### src/rtl/mips_instr_loader_pkg.sv
// mips_instr_loader_pkg
//   Shared definitions for the MIPS instruction loader and encoder:
//   FSM state encodings, op-class codes and the MIPS opcode/funct values
//   that the control unit decodes.
package mips_instr_loader_pkg;

  // Loader session FSM
  typedef enum logic [1:0] {
    ST_IDLE = 2'd0,
    ST_LOAD = 2'd1,
    ST_DONE = 2'd2
  } state_t;

  // Decoded op classes carried on in_op; codes 8-15 are illegal
  typedef enum logic [3:0] {
    OP_ADD = 4'd0,
    OP_SUB = 4'd1,
    OP_AND = 4'd2,
    OP_OR  = 4'd3,
    OP_SLT = 4'd4,
    OP_LW  = 4'd5,
    OP_SW  = 4'd6,
    OP_BEQ = 4'd7
  } op_class_t;

  // Primary opcodes
  localparam logic [5:0] OPC_R   = 6'h00;
  localparam logic [5:0] OPC_LW  = 6'h23;
  localparam logic [5:0] OPC_SW  = 6'h2B;
  localparam logic [5:0] OPC_BEQ = 6'h04;

  // R-type funct codes
  localparam logic [5:0] FN_ADD = 6'h20;
  localparam logic [5:0] FN_SUB = 6'h22;
  localparam logic [5:0] FN_AND = 6'h24;
  localparam logic [5:0] FN_OR  = 6'h25;
  localparam logic [5:0] FN_SLT = 6'h2A;

  // Encoded MIPS NOP (sll $0,$0,0)
  localparam logic [31:0] INSTR_NOP = 32'h0000_0000;

endpackage

### src/rtl/mips_instr_enc.sv
// mips_instr_enc
//   Purely combinational encoder: op class plus register/immediate fields
//   to a 32-bit MIPS instruction word. Op classes 8-15 encode as NOP.
// Ports
//   op    in  4   op class (see op_class_t)
//   rs    in  5   source register
//   rt    in  5   second source / destination for I-type
//   rd    in  5   destination for R-type (ignored for I-type)
//   imm   in  16  immediate (ignored for R-type)
//   word  out 32  encoded instruction
module mips_instr_enc
  import mips_instr_loader_pkg::*;
(
  input  logic [3:0]  op,
  input  logic [4:0]  rs,
  input  logic [4:0]  rt,
  input  logic [4:0]  rd,
  input  logic [15:0] imm,
  output logic [31:0] word
);

  always_comb begin
    word = INSTR_NOP;
    case (op)
      OP_ADD:  word = {OPC_R, rs, rt, rd, 5'd0, FN_ADD};
      OP_SUB:  word = {OPC_R, rs, rt, rd, 5'd0, FN_SUB};
      OP_AND:  word = {OPC_R, rs, rt, rd, 5'd0, FN_AND};
      OP_OR:   word = {OPC_R, rs, rt, rd, 5'd0, FN_OR};
      OP_SLT:  word = {OPC_R, rs, rt, rd, 5'd0, FN_SLT};
      OP_LW:   word = {OPC_LW, rs, rt, imm};
      OP_SW:   word = {OPC_SW, rs, rt, imm};
      OP_BEQ:  word = {OPC_BEQ, rs, rt, imm};
      default: word = INSTR_NOP;
    endcase
  end

endmodule

### src/rtl/mips_instr_loader.sv
// mips_instr_loader
//   Accepts decoded instruction field bundles over a valid/ready stream,
//   encodes each into a 32-bit MIPS word and writes it sequentially into
//   instruction memory starting at BASE_ADDR. A session starts on a start
//   pulse and ends on in_last or after writing the top imem address.
//   Optional build macro: ILLEGAL_OP_EN -- op classes 8-15 are accepted but
//   not written and raise the sticky 'illegal' output; without it they are
//   written as NOP.
// Ports
//   clk, rst_n           clock, asynchronous active-low reset
//   start                begin a session (honoured in IDLE/DONE only)
//   in_valid / in_ready  field bundle handshake (in_ready only in LOAD)
//   in_op, in_rs, in_rt, in_rd, in_imm, in_last   field bundle
//   imem_we, imem_addr, imem_wdata                registered imem write port
//   busy                 LOAD state or a write strobe in flight
//   done                 session complete (level)
//   count                words written this session
//   illegal              (ILLEGAL_OP_EN only) sticky illegal-op flag
module mips_instr_loader
  import mips_instr_loader_pkg::*;
#(
  parameter int ADDR_W    = 6,
  parameter int BASE_ADDR = 0
) (
  input  logic              clk,
  input  logic              rst_n,
  input  logic              start,
  input  logic              in_valid,
  output logic              in_ready,
  input  logic [3:0]        in_op,
  input  logic [4:0]        in_rs,
  input  logic [4:0]        in_rt,
  input  logic [4:0]        in_rd,
  input  logic [15:0]       in_imm,
  input  logic              in_last,
  output logic              imem_we,
  output logic [ADDR_W-1:0] imem_addr,
  output logic [31:0]       imem_wdata,
  output logic              busy,
  output logic              done,
`ifdef ILLEGAL_OP_EN
  output logic              illegal,
`endif
  output logic [ADDR_W:0]   count
);

  localparam logic [ADDR_W-1:0] BASE      = ADDR_W'(BASE_ADDR);
  localparam logic [ADDR_W-1:0] LAST_ADDR = '1;

  state_t            state_reg;
  logic [ADDR_W-1:0] ptr_reg;
  logic [31:0]       enc_word;
  logic              accept;
  logic              write_req;
  logic              end_session;

  mips_instr_enc u_enc (
    .op   (in_op),
    .rs   (in_rs),
    .rt   (in_rt),
    .rd   (in_rd),
    .imm  (in_imm),
    .word (enc_word)
  );

  assign in_ready = (state_reg == ST_LOAD);
  assign accept   = in_valid & in_ready;

`ifdef ILLEGAL_OP_EN
  // Illegal op classes are consumed but never reach imem
  assign write_req = accept & ~in_op[3];
`else
  assign write_req = accept;
`endif

  // Writing the top address closes the session so the pointer never wraps
  assign end_session = accept & (in_last | (write_req & (ptr_reg == LAST_ADDR)));

  assign done = (state_reg == ST_DONE);
  // imem_we covers the final write that lands in the first DONE cycle
  assign busy = (state_reg == ST_LOAD) | imem_we;

  always_ff @(posedge clk or negedge rst_n) begin
    if (!rst_n) begin
      state_reg  <= ST_IDLE;
      ptr_reg    <= BASE;
      imem_we    <= 1'b0;
      imem_addr  <= BASE;
      imem_wdata <= 32'h0;
      count      <= '0;
`ifdef ILLEGAL_OP_EN
      illegal    <= 1'b0;
`endif
    end else begin
      imem_we <= write_req;
      if (write_req) begin
        imem_addr  <= ptr_reg;
        imem_wdata <= enc_word;
        count      <= count + 1'b1;
        if (ptr_reg != LAST_ADDR) begin
          ptr_reg <= ptr_reg + 1'b1;
        end
      end
`ifdef ILLEGAL_OP_EN
      if (accept & in_op[3]) begin
        illegal <= 1'b1;
      end
`endif
      case (state_reg)
        ST_IDLE, ST_DONE: begin
          // No transfers happen here, so these clears never race a write
          if (start) begin
            state_reg <= ST_LOAD;
            ptr_reg   <= BASE;
            count     <= '0;
`ifdef ILLEGAL_OP_EN
            illegal   <= 1'b0;
`endif
          end
        end
        ST_LOAD: begin
          if (end_session) begin
            state_reg <= ST_DONE;
          end
        end
        default: state_reg <= ST_IDLE;
      endcase
    end
  end

endmodule

### config.mk
export PLATFORM = sky130hd
export DESIGN_NAME = mips_instr_loader
export DESIGN_NICKNAME = d
export VERILOG_FILES = /design/src/rtl/mips_instr_loader_pkg.sv /design/src/rtl/mips_instr_enc.sv /design/src/rtl/mips_instr_loader.sv
export SDC_FILE = /design/constraint.sdc
export NUM_CORES = 1
export LEC_CHECK = 0
export CAP_MARGIN = 5
export CORE_UTILIZATION = 44
export CTS_BUF_LIST = sky130_fd_sc_hd__clkbuf_8 sky130_fd_sc_hd__clkbuf_16
export DETAILED_ROUTE_END_ITERATION = 7
export HOLD_SLACK_MARGIN = 0.15
export PLACE_DENSITY = 0.79
export SLEW_MARGIN = 10
export SYNTH_ARGS = -nofsm -noshare
export SYNTH_HDL_FRONTEND = slang
export SYNTH_SLANG_ARGS = --single-unit
### constraint.sdc
create_clock -name clk -period 1.5 [get_ports clk]
set_clock_uncertainty 0.05 [all_clocks]
set_input_delay 0.3 -clock clk [delete_from_list [all_inputs] [get_ports clk]]
set_output_delay 0.3 -clock clk [all_outputs]
set_load 0.01 [all_outputs]
# After elaboration in Yosys (flattened, before gate mapping)
# Index checks and enable logic that the tools add are counted.
totals:
  reg_bits: 54
  in_bits: 40
  output_inout_bits: 49
  wordCells: 41
classes:
  addsub: 2
  n_eq_ne: 13
  mux: 11
  bitwise_logic: 5
  n_reduce_logical: 4
ops:
  columns: ["operator", "count"]
  rows:
  - ["32-bit one-hot mux with 8 select lines", 1]
  - ["6-bit two-way mux", 4]
  - ["7-bit two-way mux", 3]
  - ["4-bit by 3-bit == test with 1-bit output, second input constant", 4]
  - ["4-bit by 2-bit == test with 1-bit output, second input constant", 2]
  - ["7-bit by 1-bit adder with 7-bit output, second input constant", 1]
  - ["6-bit by 1-bit adder with 6-bit output, second input constant", 1]
  - ["6-bit == test, second input constant", 1]
  - ["6-bit != test, second input constant", 1]
  - ["4-bit by 1-bit == test with 1-bit output, second input constant", 1]
  - ["4-bit zero test", 1]
  - ["2-bit two-way mux", 2]
  - ["2-bit one-hot mux with 2 select lines", 1]
  - ["1-bit AND", 3]
  - ["2-bit by 1-bit == test with 1-bit output, second input constant", 1]
  - ["2-bit == test, second input constant", 1]
  - ["2-bit zero test", 1]
  - ["2-bit by 1-bit != test with 1-bit output, second input constant", 1]
  - ["2-bit != test, second input constant", 1]
  - ["1-bit OR", 2]
  - ["2-bit AND reduction", 1]
  - ["2-bit OR reduction", 1]

# Depth between registers and ports, before layout
depth:
  ltp_word: 7
  ltp_mapped: 5
  ltp_nobuf: 4

# Hierarchy
# A second synthesis with hierarchy kept.
unflattened:
  hier_cells: 303
  hier_area_um2: 2642.5
modules_own_cells:
  columns: ["module", "instances", "cells_each", "area_per_inst_um2", "seq_area_each_um2"]
  rows:
  - ["mips_instr_loader", 1, 240, 2212.1, 1351.3]
  - ["mips_instr_enc", 1, 63, 430.4, 0.0]

# Worst setup path after synthesis
# Ideal clock, no wire load.
synth_path:
  path_type: "flip-flop to flip-flop"
  start: "register ptr_reg[0]"
  end: "register ptr_reg[0]"
  setup_time_ns: 0.079
  t_arrival_ns: 1.228
  required_time_ns: 1.371
  path_slack_ns: 0.143
  path_stages_with_launch: 5
  period_less_slack_ns: 1.357
  path_cell_list: "dfrtp_1 ha_1 nand3_1 o21ai_0 mux2i_1"
synth_between:
  elab_chain_cells: 5
  word_cells_on_any_way: 6
  classes_between: "1 x add/sub; 1 x eq/ne; 4 x mux"
synth_rtl:
  columns: ["item", "line_no", "rtl"]
  rows:
  - ["start: declaration", "mips_instr_loader.sv:51", "logic [ADDR_W-1:0] ptr_reg;"]
  - ["start signal: assignment", "mips_instr_loader.sv:101", "ptr_reg <= ptr_reg + 1'b1;"]
  - ["6-bit by 1-bit adder with 6-bit output or 6-bit != test (tied branches)", "mips_instr_loader.sv:101, mips_instr_loader.sv:100", null]
  - ["6-bit two-way mux", "mips_instr_loader.sv:100", "if (ptr_reg != LAST_ADDR) begin"]
  - ["6-bit two-way mux (*)", "mips_instr_loader.sv:96", "if (write_req) begin"]
  - ["6-bit two-way mux", "mips_instr_loader.sv:112", "if (start) begin"]
  - ["6-bit two-way mux (*)", "mips_instr_loader.sv:109", "case (state_reg)"]
# Every way passes the cells marked *; elsewhere a longest branch is shown, timed or not.
# A chain may end at the register's enable or synchronous reset.

# Final worst setup path
layout_path:
  start: "register state_reg[0]"
  end: "output port busy"
layout_between:
  elab_chain_cells: 2
layout_rtl:
  columns: ["item", "line_no", "rtl"]
  rows:
  - ["start: declaration", "mips_instr_loader.sv:50", "state_t state_reg;"]
  - ["start signal: assignment", "mips_instr_loader.sv:85", "state_reg <= ST_IDLE;"]
  - ["start signal: assignment", "mips_instr_loader.sv:113", "state_reg <= ST_LOAD;"]
  - ["start signal: assignment", "mips_instr_loader.sv:123", "state_reg <= ST_DONE;"]
  - ["2-bit by 1-bit == test with 1-bit output", "mips_instr_loader.sv:81", "assign busy = (state_reg == ST_LOAD) | imem_we;"]
  - ["1-bit OR", "mips_instr_loader.sv:81", null]
  - ["end: declaration", "mips_instr_loader.sv:39", "output logic busy,"]
# Every way passes these cells.

==> results.py <==
metrics = {
    "outcome": {
        "status": "finished with violations",
        "violations": "negative setup slack",
    },
    "worst_setup_path": {
        "path_cells": "nor2b_4 > or2_4 > buf_6",
        "crit_slowest_cell": "dfrtp_1",
        "crit_arrival_ns": 1.15,
        "path_max_fanout": 3,
        "max_stage_delay_ns": 0.39,
        "worst-setup-path-type": "flip-flop to output pin",
        "crit_required_ns": 1.15,
        "start_kind": "flip-flop",
        "endpoint_kind": "output pin",
    },
    "finish": {
        "top_regs": "imem_wdata (29), count (7)",
        "stdcell_count": 417,
        "num-fill-cells": 424,
        "syn_to_final_growth_pct": 53.6,
        "largest_reg_flops": 29,
        "drive_gt1_frac": 0.159,
        "num_antenna_cells": 0,
        "stdcell_area_sq_um": 3570,
        "fin_nets": 390,
        "largest_register": "imem_wdata",
    },
    "routing": {
        "drt_wl_total_um": 5450,
        "vias": 2042,
        "drcViolationCount": 0,
        "avgRoutedWirePerCell_um": 13.1,
        "via_per_inst": 4.90,
        "initialDrtViolationCount": 116,
        "ant_nets": 0,
        "drt-pass1-iter-count": 4,
    },
    "die": {
        "pin_count": 89,
        "num_rows": 26,
        "die_x_um": 74.6,
        "die-area_sq_um": 5570,
        "die_h_um": 74.6,
        "core_sq_um": 5110,
        "initial_core_util": 0.454,
    },
    "clock_tree": {
        "clock_path_buffers": 2,
        "clk_pin_slew_ns": 0.08,
        "clk_latency_ns": 0.30,
        "clock_sinks": 51,
        "cts_tree": "done",
        "cts_made_buffers": 5,
        "htree_levels": 2,
        "root_buffer": "clkbuf_8",
    },
    "pwr": {
        "power_density_nw_per_um2": 1380,
        "power_w": 0.00491,
        "ir_drop_mv": 0.777,
        "p_leak_nw": 1.88,
    },
    "worst_hold_path": {
        "min_path_type": "flip-flop to flip-flop",
    },
    "logic_synthesis": {
        "syn_area_per_cell_sq_um": 9.88,
        "yosysSeqAreaShare": 0.550,
        "async_flop_share": 1.00,
        "synthTopCellsByArea": "dfrtp_1 (55%), nand2_1 (10%), mux2i_1 (3.5%), nand3b_1 (3.2%), o21ai_0 (2.8%)",
        "synthDominantCellAreaShare": 0.550,
        "netlist_area_sq_um": 2320,
        "synth_edf_count": 0,
        "synth_ff_type": "dfrtp_1",
        "syn_inst": 235,
        "synth_fp_nets": 277,
        "ys_types": 43,
        "synth_most_common_cell": "nand2_1",
        "synthTopCellsByCount": "nand2_1 (62), dfrtp_1 (51), o21ai_0 (13)",
        "ys_ff_latch": 51,
        "synth-warning-count": 0,
        "yosys.area.top_type": "dfrtp_1",
    },
    "placement": {
        "dp_cells": 406,
        "dpl_cell_area_sq_um": 3450,
        "gp_congestion": 0.847,
        "hpwl_um": 3980,
        "io_buffer_count": 87,
    },
    "global_routing": {
        "grt_max_degree": 52,
        "antenna_found_initial": 0,
        "grt_pass1_vias": 1923,
        "grt_pass1_wl_um": 8720,
        "grt_overflow": 0,
        "grtUsageTotal": 0.209,
    },
    "flow_run": {
        "max_cap_violations": 0,
    },
    "timing": {
        "setup_viol": 1,
        "max_freq_ghz": 0.665,
        "rsz0062_at_grt": "yes",
        "period_share": 1.00,
        "hold_violations": 0,
        "slew_violations": 0,
        "setup_tns_ns": -0.00313,
        "fin_ws_ns": -0.00313,
        "period_minus_slack_ns": 1.50,
        "hold_ws_ns": 0.415,
    },
}
==> routing by layer <==
layer / GRT usage / wire, um / vias to the layer above
met2: 0.350 / 2650 / 60
met1: 0.261 / 2410 / 949
met3: 0.0576 / 305 / 7
met4: 0.0734 / 85 / 0
li1: - / - / 1026
met5: 0 / 0 / -
==> layout by cell type, fill, tap and decap left out, drive strengths merged, types with 3 or more instances in the layout <==
master | synthesis | routed
a21oi | 7 | 7
a22o | 6 | 6
buf | 9 | 37
clkbuf | 7 | 6
clkdlybuf4s50 | 0 | 38
dfrtp | 51 | 51
dlygate4sd2 | 0 | 44
inv | 7 | 8
mux2i | 8 | 8
nand2 | 62 | 62
nand2b | 3 | 3
nand3 | 6 | 6
nand3b | 11 | 11
nor2 | 4 | 4
nor2b | 5 | 5
nor3 | 4 | 4
o21ai | 14 | 14
o31ai | 4 | 4
o41ai | 3 | 3
==> what timing repair did <==
item	4_1_cts	5_1_grt
hold endpoints to repair	51	0
hold buffers	1	0
pin swaps	0	3
setup endpoints to repair	48	26
buffers inserted	3	1
resized for setup	57	23
==> report_power, final <==
group	leakage, nW	total [W]	internal (W)	switching [W]
combinational	1.15	0.00219	0.00113	0.00106
sequential	0.681	0.00201	0.00178	0.000231
clock	0.0413	0.000706	0.000305	0.000402
total	1.88	0.00491	0.00322	0.00169
==> kinds of logic after synthesis <==
kind of cell,Yosys count,synth area share
AND/OR/NAND/NOR,103,0.218
other,1,0.00162
adder cells (fa/ha/maj),2,0.0108
multiplexers,8,0.0345
XOR/XNOR,3,0.0113
AO/OA/AOI/OAI,44,0.129
buffers and inverters,23,0.0453
flip-flops,51,0.550
==> worst paths after layout <==
| check | from | end | slack [ns] | cells after the start |
|---|---|---|---|---|
| worst max-delay path | state_reg[0] | busy | -0.003 | 3 |
| worst min-delay path | imem_wdata[16] | imem_wdata[16] | 0.42 | 2 |
| worst max register to register | state_reg[1] | count[6] | 0.01 | 4 |
| worst min register to register | imem_wdata[16] | imem_wdata[16] | 0.42 | 2 |
| max in group asynchronous | rst_n | state_reg[1] | 0.70 | 3 |
| min in group asynchronous | rst_n | imem_wdata[8] | 0.47 | 3 |
==> worst max-delay path, delay by kind of cell (launching register included) <==
kind | cells | cell delay, ns
simple gates | 2 | 0.35
buf+inv | 1 | 0.12
flops | 1 | 0.39
==> metrics by stage <==
step                      worst slack [ns]   util
after CTS                          -0.0982  0.683
after detailed placement            -0.247  0.675
after floorplan                      0.143      -
after global routing               -0.0465  0.698
after global placement              -0.207  0.675
final                             -0.00313  0.698
==> cell type report <==
class / count / area (sq um) / area share
Sequential cell: 51 / 1280 / 0.358
Timing Repair Buffer: 122 / 1110 / 0.312
Multi-Input combinational cell: 161 / 988 / 0.277
Tap cell: 70 / 87.6 / 0.0246
Clock buffer: 5 / 68.8 / 0.0193
Inverter: 7 / 26.3 / 0.00737
Clock inverter: 1 / 3.75 / 0.00105
Power figures use the tool's default switching activity.
